===== src/rtl/stitch_pkg.sv =====
// -----------------------------------------------------------------------------
// stitch_pkg
// Shared types and constants for the camera ingest path of the stitching core.
//   PIX_WIDTH    : camera pixel width (24-bit RGB888)
//   DATA_WIDTH   : bus word width (128)
//   LANE_W       : bits per pixel lane inside a bus word (32 xRGB, or 16 RGB565)
//   PIX_PER_WORD : pixels packed into one bus word
//   word_t       : one bus word
//   buf_entry_t  : output buffer entry {sof, eol, data}
//   state_t      : packer framing state
// Configuration macro: PACKER_RGB565_EN selects 16-bit RGB565 lanes.
// -----------------------------------------------------------------------------
package stitch_pkg;

  localparam int PIX_WIDTH  = 24;
  localparam int DATA_WIDTH = 128;

`ifdef PACKER_RGB565_EN
  localparam int LANE_W = 16;
`else
  localparam int LANE_W = 32;
`endif

  localparam int PIX_PER_WORD = DATA_WIDTH / LANE_W;
  localparam int LANE_IDX_W   = $clog2(PIX_PER_WORD);

  typedef logic [DATA_WIDTH-1:0] word_t;

  typedef struct packed {
    logic  sof;
    logic  eol;
    word_t data;
  } buf_entry_t;

  typedef enum logic {
    WAIT_FRAME = 1'b0,
    ACTIVE     = 1'b1
  } state_t;

  // Truncating RGB888 -> RGB565 conversion {R[7:3], G[7:2], B[7:3]}.
  function automatic logic [15:0] rgb888_to_565(input logic [PIX_WIDTH-1:0] pix);
    return {pix[23:19], pix[15:10], pix[7:3]};
  endfunction

endpackage


===== src/rtl/stitch_fifo2.sv =====
// -----------------------------------------------------------------------------
// stitch_fifo2
// Two-entry synchronous FIFO of buf_entry_t. A push while full is accepted only
// if a pop happens in the same cycle; otherwise it is ignored (caller flags it).
// Ports:
//   clk, rst_n : clock, asynchronous active-low reset
//   push, din  : write request and entry
//   pop        : read request (ignored when empty)
//   dout       : head entry (meaningful only when !empty)
//   full, empty: occupancy status
// -----------------------------------------------------------------------------
module stitch_fifo2
  import stitch_pkg::*;
(
  input  logic       clk,
  input  logic       rst_n,
  input  logic       push,
  input  buf_entry_t din,
  input  logic       pop,
  output buf_entry_t dout,
  output logic       full,
  output logic       empty
);

  buf_entry_t mem [2];
  logic       wr_ptr;
  logic       rd_ptr;
  logic [1:0] count;
  logic       do_push;
  logic       do_pop;

  assign full    = (count == 2'd2);
  assign empty   = (count == 2'd0);
  assign do_pop  = pop & ~empty;
  assign do_push = push & (~full | do_pop);
  assign dout    = mem[rd_ptr];

  // NOTE: sequential state uses non-blocking assignments so every flop samples
  // pre-edge values regardless of statement order.
  always_ff @(posedge clk or negedge rst_n) begin
    if (!rst_n) begin
      wr_ptr <= 1'b0;
      rd_ptr <= 1'b0;
      count  <= 2'd0;
    end else begin
      if (do_push) wr_ptr <= ~wr_ptr;
      if (do_pop)  rd_ptr <= ~rd_ptr;
      case ({do_push, do_pop})
        2'b10:   count <= count + 2'd1;
        2'b01:   count <= count - 2'd1;
        default: count <= count;
      endcase
    end
  end

  // NOTE: storage is deliberately not reset; count alone decides validity, so
  // the payload flops stay plain registers without a reset network.
  always_ff @(posedge clk) begin
    if (do_push) mem[wr_ptr] <= din;
  end

endmodule


===== src/rtl/cmos_pixel_packer.sv =====
// -----------------------------------------------------------------------------
// cmos_pixel_packer
// Frames a camera stream on vsync/href, packs pixels into 128-bit words tagged
// with start-of-frame / end-of-line, and buffers them in a 2-entry FIFO.
// The camera cannot stall: words pushed into a full buffer are dropped and
// flagged on err_ovf.
// Configuration macro: PACKER_RGB565_EN (8 x RGB565 lanes instead of 4 x xRGB).
// Ports:
//   cmos_clk, rst_n              : pixel clock, asynchronous active-low reset
//   cmos_vsync/href/clken/data   : camera interface
//   wr_data/sof/eol/valid, ready : packed word stream towards the line FIFO
//   frame_done                   : 1-cycle pulse after line IMG_VDISP ends
//   err_len, err_ovf             : sticky line-length / overflow errors,
//                                  cleared on each vsync rising edge
// -----------------------------------------------------------------------------
module cmos_pixel_packer
  import stitch_pkg::*;
#(
  parameter int IMG_HDISP = 1920,
  parameter int IMG_VDISP = 1080
) (
  input  logic                 cmos_clk,
  input  logic                 rst_n,
  input  logic                 cmos_vsync,
  input  logic                 cmos_href,
  input  logic                 cmos_clken,
  input  logic [PIX_WIDTH-1:0] cmos_data,
  output word_t                wr_data,
  output logic                 wr_sof,
  output logic                 wr_eol,
  output logic                 wr_valid,
  input  logic                 wr_ready,
  output logic                 frame_done,
  output logic                 err_len,
  output logic                 err_ovf
);

  localparam logic [11:0]           HDISP_C   = 12'(IMG_HDISP);
  localparam logic [11:0]           VDISP_C   = 12'(IMG_VDISP);
  localparam logic [LANE_IDX_W-1:0] LAST_LANE = LANE_IDX_W'(PIX_PER_WORD - 1);

  state_t                state_q, state_d;
  logic                  vs_d, hr_d;
  logic [11:0]           pix_cnt, line_cnt;
  logic [LANE_IDX_W-1:0] lane_idx;
  word_t                 word_q, word_next;
  logic                  sof_pending;
  logic [LANE_W-1:0]     pix_lane;

  logic       vs_rise, hr_fall, in_frame;
  logic       accept, overrun, line_end, word_done, flush, last_line;
  logic       push, pop, drop, full, empty;
  buf_entry_t push_entry, head;

  assign vs_rise  = cmos_vsync & ~vs_d;
  assign hr_fall  = ~cmos_href & hr_d;
  // A vsync rise restarts the frame, so it masks pixel and line-end handling.
  assign in_frame = (state_q == ACTIVE) & ~vs_rise;

  assign accept    = in_frame & cmos_clken & cmos_href & (pix_cnt < HDISP_C);
  assign overrun   = in_frame & cmos_clken & cmos_href & (pix_cnt >= HDISP_C);
  assign line_end  = in_frame & hr_fall;
  assign word_done = accept & (lane_idx == LAST_LANE);
  // href is low on a line end, so a flush never coincides with word_done.
  assign flush     = line_end & (lane_idx != '0);
  assign last_line = line_end & ((line_cnt + 12'd1) == VDISP_C);

`ifdef PACKER_RGB565_EN
  assign pix_lane = rgb888_to_565(cmos_data);
`else
  assign pix_lane = {8'h00, cmos_data};
`endif

  // NOTE: every variable assigned in always_comb gets a default first, so no
  // path leaves it unassigned and no latch is inferred.
  always_comb begin
    word_next = word_q;
    word_next[int'(lane_idx) * LANE_W +: LANE_W] = pix_lane;
  end

  always_comb begin
    push_entry.sof  = sof_pending;
    push_entry.eol  = flush | (pix_cnt == HDISP_C - 12'd1);
    push_entry.data = flush ? word_q : word_next;
  end

  assign push = word_done | flush;
  assign pop  = ~empty & wr_ready;
  assign drop = push & full & ~pop;

  // ---------------------------------------------------------------- FSM
  always_ff @(posedge cmos_clk or negedge rst_n) begin
    if (!rst_n) state_q <= WAIT_FRAME;
    else        state_q <= state_d;
  end

  always_comb begin
    state_d = state_q;
    unique case (state_q)
      WAIT_FRAME: if (vs_rise) state_d = ACTIVE;
      ACTIVE:     if (!vs_rise && last_line) state_d = WAIT_FRAME;
      default:    state_d = WAIT_FRAME;
    endcase
  end

  // ----------------------------------------------------------- datapath
  always_ff @(posedge cmos_clk or negedge rst_n) begin
    if (!rst_n) begin
      vs_d        <= 1'b0;
      hr_d        <= 1'b0;
      pix_cnt     <= '0;
      line_cnt    <= '0;
      lane_idx    <= '0;
      word_q      <= '0;
      sof_pending <= 1'b0;
      err_len     <= 1'b0;
      err_ovf     <= 1'b0;
      frame_done  <= 1'b0;
    end else begin
      vs_d       <= cmos_vsync;
      hr_d       <= cmos_href;
      frame_done <= last_line;
      if (vs_rise) begin
        pix_cnt     <= '0;
        line_cnt    <= '0;
        lane_idx    <= '0;
        word_q      <= '0;
        sof_pending <= 1'b1;
        err_len     <= 1'b0;
        err_ovf     <= 1'b0;
      end else begin
        if (accept) begin
          pix_cnt <= pix_cnt + 12'd1;
          if (word_done) begin
            lane_idx <= '0;
            word_q   <= '0;
          end else begin
            lane_idx <= lane_idx + 1'b1;
            word_q   <= word_next;
          end
        end
        if (overrun) err_len <= 1'b1;
        if (line_end) begin
          pix_cnt  <= '0;
          lane_idx <= '0;
          word_q   <= '0;
          line_cnt <= line_cnt + 12'd1;
          if (pix_cnt != HDISP_C) err_len <= 1'b1;
        end
        // A dropped sof word leaves sof_pending for the next word that lands.
        if (push && !drop) sof_pending <= 1'b0;
        if (drop)          err_ovf     <= 1'b1;
      end
    end
  end

  stitch_fifo2 u_fifo (
    .clk   (cmos_clk),
    .rst_n (rst_n),
    .push  (push),
    .din   (push_entry),
    .pop   (pop),
    .dout  (head),
    .full  (full),
    .empty (empty)
  );

  // Head payload is gated so the outputs read zero whenever nothing is valid.
  assign wr_valid = ~empty;
  assign wr_data  = empty ? '0 : head.data;
  assign wr_sof   = ~empty & head.sof;
  assign wr_eol   = ~empty & head.eol;

endmodule


===== config.mk =====
export PLATFORM = sky130hd
export DESIGN_NAME = cmos_pixel_packer
export DESIGN_NICKNAME = d
export VERILOG_FILES = /design/src/rtl/stitch_pkg.sv /design/src/rtl/stitch_fifo2.sv /design/src/rtl/cmos_pixel_packer.sv
export SDC_FILE = /design/constraint.sdc
export NUM_CORES = 1
export LEC_CHECK = 0
export CAP_MARGIN = 20
export CORE_AREA = 2 2 151 213
export CTS_CLUSTER_SIZE = 10
export DETAILED_ROUTE_END_ITERATION = 8
export DIE_AREA = 0 0 153 215
export PLACE_DENSITY = 0.8
export SYNTH_ARGS = -nofsm -noshare
export SYNTH_HDL_FRONTEND = slang
export SYNTH_SLANG_ARGS = --single-unit

===== constraint.sdc =====
create_clock -name cmos_clk -period 10.1 [get_ports cmos_clk]
set_clock_uncertainty 0.15 [all_clocks]
set_input_delay 2.02 -clock cmos_clk [delete_from_list [all_inputs] [get_ports cmos_clk]]
set_output_delay 2.02 -clock cmos_clk [all_outputs]
set_load 0.03 [all_outputs]

## Yosys cells after proc, flatten, opt, wreduce, memory -nomap -nowiden

Memory sizes are Yosys's and may differ from the RTL's.
Index checks and enable logic that the tools add are counted.

| word-level totals | value |
|---|---|
| memories kept | 1 |
| bits in writable memories | 260 |
| word-level logic and storage cells | 103 |
| flip-flop bits (word level) | 165 |
| input port bits | 30 |

| cells by class | value |
|---|---|
| reductions and logical operators | 11 |
| order comparisons | 2 |
| bitwise gates (word level) | 30 |
| equal/unequal tests | 7 |
| add/subtract/negate cells | 6 |
| shift operators | 2 |
| mux-type cells | 30 |

Memory list:

| name | words | width | rd ports | clocked after Yosys merged registers in | wr ports | line | RTL |
|---|---|---|---|---|---|---|---|
| u_fifo.mem | 2 | 130 | 1 | 0 | 1 | stitch_fifo2.sv:25 | `buf_entry_t mem [2];` |

Operator list:

| kind | number |
|---|---|
| 128-bit 2-to-1 mux | 6 |
| 128-bit bitwise mux | 1 |
| 32-bit by 33-bit variable shift with 128-bit output (first input constant) | 1 |
| 32-bit by 33-bit variable part select with 128-bit output | 1 |
| 12-bit 2-to-1 mux | 5 |
| 7-bit negation with 33-bit output | 1 |
| 12-bit by 1-bit adder with 12-bit output (second input constant) | 2 |
| 12-bit by 11-bit equality test with 1-bit output (second input constant) | 2 |
| 1-bit AND | 18 |
| 12-bit by 11-bit >= comparator with 1-bit output (second input constant) | 1 |
| 12-bit by 11-bit less-than comparator with 1-bit output (second input constant) | 1 |
| 1-bit 2-to-1 mux | 12 |
| 12-bit by 11-bit inequality test with 1-bit output (second input constant) | 1 |
| 2-bit nonzero test | 5 |
| 1-bit NOT | 9 |
| 2-bit 2-to-1 mux | 4 |
| 2-bit equality test (second input constant) | 3 |
| 2-bit by 1-bit adder with 2-bit output (second input constant) | 2 |
| 2-bit one-hot mux with 2 select lines | 1 |
| 1-bit OR | 3 |
| 3-bit nonzero test | 1 |
| 2-bit by 1-bit equality test with 1-bit output (second input constant) | 1 |
| 1-bit logical AND | 2 |
| 1-bit logical NOT | 2 |
| other kinds (3) | 3 |

## Logic depth before layout (Yosys ltp)

Gate-level depths: netlist of the first run.

| logic depth | value |
|---|---|
| word-level depth | 15 |
| gate-level depth with buffers | 10 |
| depth with buffers taken out | 9 |

## Cells and area by module

A second synthesis of the first run with hierarchy kept.

| second synthesis, totals | value |
|---|---|
| cells, all modules | 1273 |
| area total of the unflattened synthesis | 18416.4 um^2 |

By module, submodules not included:

| module | area an instance (um^2) | cells each | times used |
|---|---|---|---|
| stitch_fifo2 | 9957.0 | 424 | 1 |
| cmos_pixel_packer | 8459.4 | 849 | 1 |

## Worst setup path before layout of the first run

Ideal clock, no wire load.

| path | value |
|---|---|
| kind | input -> register |
| start | in cmos_vsync |
| end | mem u_fifo.mem[0][0] (netlist bit) (enable) |
| slack | 504 ps |
| data arrival time | 8809 ps |
| stages | 5 |
| cells stage by stage | and2b_1 buf_4 or3_1 a21oi_1 nor2b_1 |

| between the ends | value |
|---|---|
| word-level cells in the longest chain between the ends | 11 |

RTL lines:

| what | line | RTL |
|---|---|---|
| start: declaration | cmos_pixel_packer.sv:24 | `input logic cmos_vsync,` |
| 1-bit AND (*) | cmos_pixel_packer.sv:55 | `assign vs_rise = cmos_vsync & ~vs_d;` |
| 1-bit NOT (*) | cmos_pixel_packer.sv:58 | `assign in_frame = (state_q == ACTIVE) & ~vs_rise;` |
| 1-bit AND (*) | cmos_pixel_packer.sv:58 |  |
| 1-bit AND (3 in series) | cmos_pixel_packer.sv:60 | `assign accept = in_frame & cmos_clken & cmos_href & (pix_cnt < HDISP_C);` |
| 1-bit AND | cmos_pixel_packer.sv:63 | `assign word_done = accept & (lane_idx == LAST_LANE);` |
| 1-bit OR (*) | cmos_pixel_packer.sv:87 | `assign push = word_done \| flush;` |
| 1-bit AND (*) | stitch_fifo2.sv:35 | `assign do_push = push & (~full \| do_pop);` |
| 1-bit 2-to-1 mux (*) | stitch_fifo2.sv:59 | `if (do_push) mem[wr_ptr] <= din;` |
| 1-bit 2-to-1 mux (not written as such) (*) | stitch_fifo2.sv:59 |  |
| end: declaration | stitch_fifo2.sv:25 |  |

Mark *: on every way between the ends. The rest lies on a longest branch, timed or not.

## Worst setup path after layout of the first run

| path | value |
|---|---|
| start | in cmos_vsync |
| end | mem u_fifo.mem[0][57] (netlist bit) (enable) |

The elaborated chain is that of the path after synthesis.

==> run metrics, run 1 <==
status=finished clean; Setup TNS=0 ps; synthesized area per cell=14.04 um^2; final setup vio count=0; area of the core=31,120 um^2; # rows=77; Post-CTS Resized=0; clock sink count=425; initial antenna violation count=0; Final Max Tran Viols=0; Worst Max-Slew Pin Slew=1151 ps; multi-input logic area=5132 um^2; FF/Latch Area=11,940 um^2; Pre-antenna DRT Iters=5; Yosys warning count=0; worst hold start=word_q[121]; n_diodes=0; Bufs on Longest Clock Path=3; Initial DRC Count=845; CTS tree=done; maximum fanout along the worst path=74; # DRC=0; I/O Buffers=163; Vias=10,890; antenna viol nets, final=0; Pwr Density=248.8 nW/um^2; register bit total from synthesis=425; R2R cell count=7; Overflow after GRT=0; Hold Vio Cnt, Final=0; Req. time, crit path=10,120 ps; Post-synth EDFFs=260; Area growth, synth to finish=19.29%; hold crit path type=reg2reg; total wire length=37,760 um; largest net degree at the start of global routing=122; FFs w/ async S/R, synth=38.82%; Hold WS=323.0 ps; Die ar.=32,900 um^2; I/O Pins=164; Cells after Synth=1,245; hold-fix buffers at CTS=0; Worst EP arrival=5680 ps; Tcrit/Tclk final=56.03%; TritonCTS Buffers=48; Die X=153 um; Seq/Total Area, Yosys=68.30%; Final WS setup=4441 ps; WL/cell=20.63 um; pre-CTS WS=3925 ps; Clk Latency, worst-skew pair=550 ps; hpwl dp=23,070 um; post-route minimum period=5659 ps; post-route cell area=20,850 um^2; postcts setup bufs=0; Fill cells=2,144; share of layout cells above drive strength 1=6.272%; Max H-tree Level=2; startpoint types=primary input; GPL Wtd Cong=0.8693; Distinct cells, synth=55; kind of critical path=in2reg; first-pass GRT wire length=59,530 um; ys flop type=edfxtp_1; Mapped Area=17,480 um^2; Max-slew headroom=23.15%; vias in the first global route=10,900; Hold Crit Depth=1; Max Cap Viol=0; Crit. End Element=flip-flop; post-place instance area=19,420 um^2; GRT Overall Usage=22.83%; Reg clk slew, reported paths=50 ps; RSZ-0062 raised after global routing=no; root buffer cell=clkbuf_16; final core utilization=66.99%; Synthesized Nets=1,284; Vias per Instance=5.951; worst r2r dst=u_fifo.mem[0][57]; nets@finish=1,437; Peak VDD IR=207.9 uV; Initial Utilization=56.16%; Hold Path End=word_q[121]; RR Startpoint=lane_idx[0]; Die Y=215 um; Reg2Reg Setup Slack=5970 ps; fmax=0.1767 GHz; leakage power=0.008485 uW
[layout make-up]
cell class                      instances  share of cell area, %
Clock buffer                           86                  6.548
Multi-Input combinational cell        713                  24.62
Timing Repair Buffer                  179                  8.594
Clock inverter                          1                0.03601
Tap cell                              395                  2.371
Sequential cell                       425                  57.27
Inverter                               31                 0.5582
[layout by cell type, fill, tap and decap left out, types with 6 or more instances in the layout]
cell type        count
a21oi_1              8
a22o_1             170
and2_1              58
buf_4               12
clkbuf_1            37
clkbuf_16           49
clkdlybuf4s50_1    162
dfrtp_1            164
edfxtp_1           260
ha_1                 9
inv_1               31
mux2i_1            134
nand2_1             42
nand3_1             14
nand4_1             10
nor2_1             147
nor2b_1              9
o21ai_0             25
xnor2_1              6
xor2_1               9
[critical path, stage by stage]
cell	delay, ps
clkdlybuf4s50_1	430
and2b_1	450
or3_1	510
a21oi_1	400
nor2b_4	220
buf_4	830
buf_4	730
[cells in the mapped netlist (4+ instances only)]
master / number / area share, %
and2_1: 59 / 2.1
and3_1: 4 / 0.14
nand4_1: 10 / 0.36
o21ai_0: 25 / 0.72
nand3_1: 14 / 0.40
inv_1: 31 / 0.67
buf_2: 29 / 0.83
xor2_1: 9 / 0.45
ha_1: 9 / 0.64
nor3_1: 5 / 0.14
a21oi_1: 11 / 0.31
mux2i_1: 134 / 7.7
edfxtp_1: 260 / 45
a22o_1: 170 / 8.5
nor2_1: 152 / 3.3
o21ai_1: 5 / 0.14
xnor2_1: 6 / 0.30
nand3b_1: 4 / 0.17
nand2_1: 42 / 0.90
nor2b_1: 10 / 0.36
dfrtp_1: 165 / 24
clkbuf_1: 36 / 0.77
buf_6: 6 / 0.39
[stage by stage]
step / cells / power [uW]
floorplan: 1245 / 3035
global placement: 1739 / 3670
detailed placement: 1740 / 3685
CTS: 1827 / 5206
global route: 1830 / 5377
finish: 1830 / 5187
[routing by layer]
| metal | up-vias | track usage [%] | routed length [um] |
|---|---|---|---|
| met3 | 102 | 3.247 | 2438 |
| met1 | 5431 | 30.35 | 14910 |
| met5 | - | 0 | 0 |
| li1 | 4907 | - | - |
| met2 | 450 | 38.25 | 18950 |
| met4 | 0 | 9.228 | 1459 |
[sequential cells by signal (all words and copies together) (netlist names)]
name           count
u_fifo.mem       260
word_q           128
line_cnt          12
pix_cnt           12
lane_idx           2
u_fifo.count       2
err_len            1
err_ovf            1
frame_done         1
hr_d               1
sof_pending        1
state_q            1
u_fifo.rd_ptr      1
u_fifo.wr_ptr      1
vs_d               1
[report_power, final]
group,switching [uW],total (uW),internal (uW)
clock network,622,1530,903
logic,1040,1680,646
registers,65.5,1980,1910
total,1720,5190,3460
[how the worst max path moves through the flow]
stage | start | to | slack [ps] | cells past startpoint
floorplan | cmos_vsync | u_fifo.mem[0][0] | 500 | 5
CTS | u_fifo.rd_ptr | wr_data[87] | 4480 | 4
finish | cmos_vsync | u_fifo.mem[0][57] | 4440 | 7
global route | cmos_vsync | u_fifo.mem[0][65] | 4220 | 7
detailed placement | cmos_vsync | u_fifo.mem[0][39] | 3930 | 7
global placement | cmos_vsync | u_fifo.mem[0][39] | 4040 | 7
[cells by family after synthesis]
family | count (synthesis) | share of synthesized area [%]
flops | 425 | 68.30
simple gates | 329 | 9.407
compound gates | 226 | 10.43
fa+ha+maj | 9 | 0.6443
buf+inv | 107 | 2.792
xor+xnor | 15 | 0.7517
mux | 134 | 7.675
No activity file was read; power rests on OpenSTA's default activity.
==> run 2: changes to the inputs <==
==> constraint.sdc (replaced) <==
create_clock -name cmos_clk -period 5.3 [get_ports cmos_clk]
set_clock_uncertainty 0.15 [all_clocks]
set_input_delay 1.06 -clock cmos_clk [delete_from_list [all_inputs] [get_ports cmos_clk]]
set_output_delay 1.06 -clock cmos_clk [all_outputs]
set_load 0.03 [all_outputs]
==> run 2 against run 1 <==
- non-clock buffer count increased by 5
- wire length is 0.63% lower
- critical path depth decreased by 3
- largest power group unchanged
- flip-flop and latch count did not move
- final area rose by 0.54%
- sequential share of layout area shrank 0.31 points
- clock-buffer cell count fell by 1
- final cell count rose by 0.33%
- critical endpoint is now wr_data[107]
==> run metrics, run 2 (same netlist as run 1, synthesis figures left out) <==
status=finished clean; fmax=0.2409 GHz; most frequent cells in the layout=260 x edfxtp_1, 170 x a22o_1, 164 x dfrtp_1; I/O Pins=164 (unchanged); commonest non-fill, non-tap cell in the layout=edfxtp_1; vias in the first global route=10,790 (-0.95%); startpoint types=flip-flop; share of layout cells above drive strength 1=6.731% (+0.46 points); largest registers=u_fifo.mem: 260 flops, word_q: 128 flops; Vias per Instance=5.888 (-1.0%); leakage power=0.008541 uW (+0.66%); total wire length=37,520 um (-0.63%); hold crit path type=reg2reg; Crit. End Element=output port; Die ar.=32,900 um^2 (unchanged); pre-CTS WS=954.4 ps (-2971 ps); GPL Wtd Cong=0.8122 (-6.6%); Top Metal Used=met4; Routed met2 length=18,820 um (-0.72%); antenna viol nets, final=0 (unchanged); Pre-antenna DRT Iters=5 (unchanged); hold-fix buffers at CTS=0 (unchanged); # rows=77 (unchanged); hpwl dp=23,490 um (+1.8%); Max Cap Viol=0 (unchanged); Worst Max-Slew Pin Slew=1078 ps (-73.06 ps); initial antenna violation count=0 (unchanged); Reg clk slew, reported paths=50 ps (about the same); Post-CTS Resized=0 (unchanged); Final WS setup=1149 ps (-3292 ps); Die Y=215 um (unchanged); maximum fanout along the worst path=30 (-59%); postcts setup bufs=0 (unchanged); Tcrit/Tclk final=78.32%; Initial DRC Count=742 (-12%); WL/cell=20.44 um (-0.95%); Tot Pwr=9916 uW (+91%); Bufs on Longest Clock Path=3 (unchanged); CTS tree=done; kind of critical path=reg2out; Peak VDD IR=281.8 uV (+36%); Largest register FFs=260 (unchanged); Clk Latency, worst-skew pair=550 ps (about the same); Max H-tree Level=2 (unchanged); Clock power frac=29.3% (about the same); Pwr Density=473.1 nW/um^2 (+90%); Logic pwr share=32.8% (+0.4 points); n_diodes=0 (unchanged); sw frac=33.58% (+0.33 points); Largest Register=u_fifo.mem; Setup TNS=0 ps (unchanged); Worst EP arrival=2940 ps (-2740 ps); P_sw=3330 uW (+93%); Hold WS=321.8 ps (-1.159 ps); Max-slew headroom=28.03% (+4.9 points); met1 WL=14,730 um (-1.2%); Area growth, synth to finish=19.93%; Fill cells=2,101 (-2.0%); nets@finish=1,442 (+0.35%); P_int=6586 uW (+90%); TritonCTS Buffers=48 (unchanged); Final Max Tran Viols=0 (unchanged); final core utilization=67.36% (+0.36 points); RSZ-0062 raised after global routing=no; area of the core=31,120 um^2 (unchanged); root buffer cell=clkbuf_16; Sequential Power Share=37.9% (-0.3 points); final setup vio count=0 (unchanged); first-pass GRT wire length=58,830 um (-1.2%); Req. time, crit path=4090 ps (-6030 ps); Initial Utilization=56.16% (unchanged); I/O Buffers=163 (unchanged); Die X=153 um (unchanged); Hold Vio Cnt, Final=0 (unchanged); clock sink count=425 (unchanged); Overflow after GRT=0 (unchanged); # DRC=0 (unchanged); met3 WL=2562 um (+5.1%); Vias=10,810 (-0.73%); GRT Overall Usage=22.71% (-0.12 points); post-route minimum period=4151 ps; largest net degree at the start of global routing=95 (-22%)
==> run 2: layer usage <==
metal	track usage, %	vias up
li1	-	4925
met1	29.47	5382
met2	38.16	419
met3	3.771	85
met4	9.660	0
met5	0	-
==> run 2: worst max-delay path, stage by stage (launching register included) <==
cell and delay, ps:
dfrtp_4 750, buf_4 540, mux2i_1 150, nor2_1 200
clkdlybuf4s50_1 720
==> run 2: final timing paths <==
kind / from / end / slack [ps] / cells after the start
worst max register to register: lane_idx[0] / u_fifo.mem[0][101] / 2040 / 6
worst max-delay path: u_fifo.rd_ptr / wr_data[107] / 1150 / 4
max in group asynchronous: rst_n / word_q[58] / 3650 / 2
min in group asynchronous: rst_n / word_q[30] / 380 / 1
worst min register to register: word_q[60] / word_q[60] / 320 / 1
worst min-delay path: word_q[60] / word_q[60] / 320 / 1
==> run 2: through the flow <==
stage	cell area [um^2]	std cells
global route	20960	1836
detailed placement	19540	1746
CTS	20920	1834
floorplan	17490	1245
finish	20960	1836
global placement	19530	1745
==> run 2: area by class of cell <==
type | count | area [um^2] | area share (%)
clock buffer | 85 | 1350 | 6.441
tap | 395 | 494.2 | 2.358
inverter | 31 | 116.4 | 0.5552
clock inverter | 3 | 30.03 | 0.1433
multi-input combinational | 713 | 5132 | 24.49
timing repair buffer | 184 | 1897 | 9.050
sequential | 425 | 11940 | 56.97
==> run 2: power groups by stage <==
stage               Combinational [uW]  Sequential [uW]  Clock, uW
finish                            3250             3760       2910
CTS                               3270             3760       2950
global placement                  3230             3810          0
detailed placement                3260             3820          0
floorplan                         2020             3750          0
global route                      3420             3770       3090
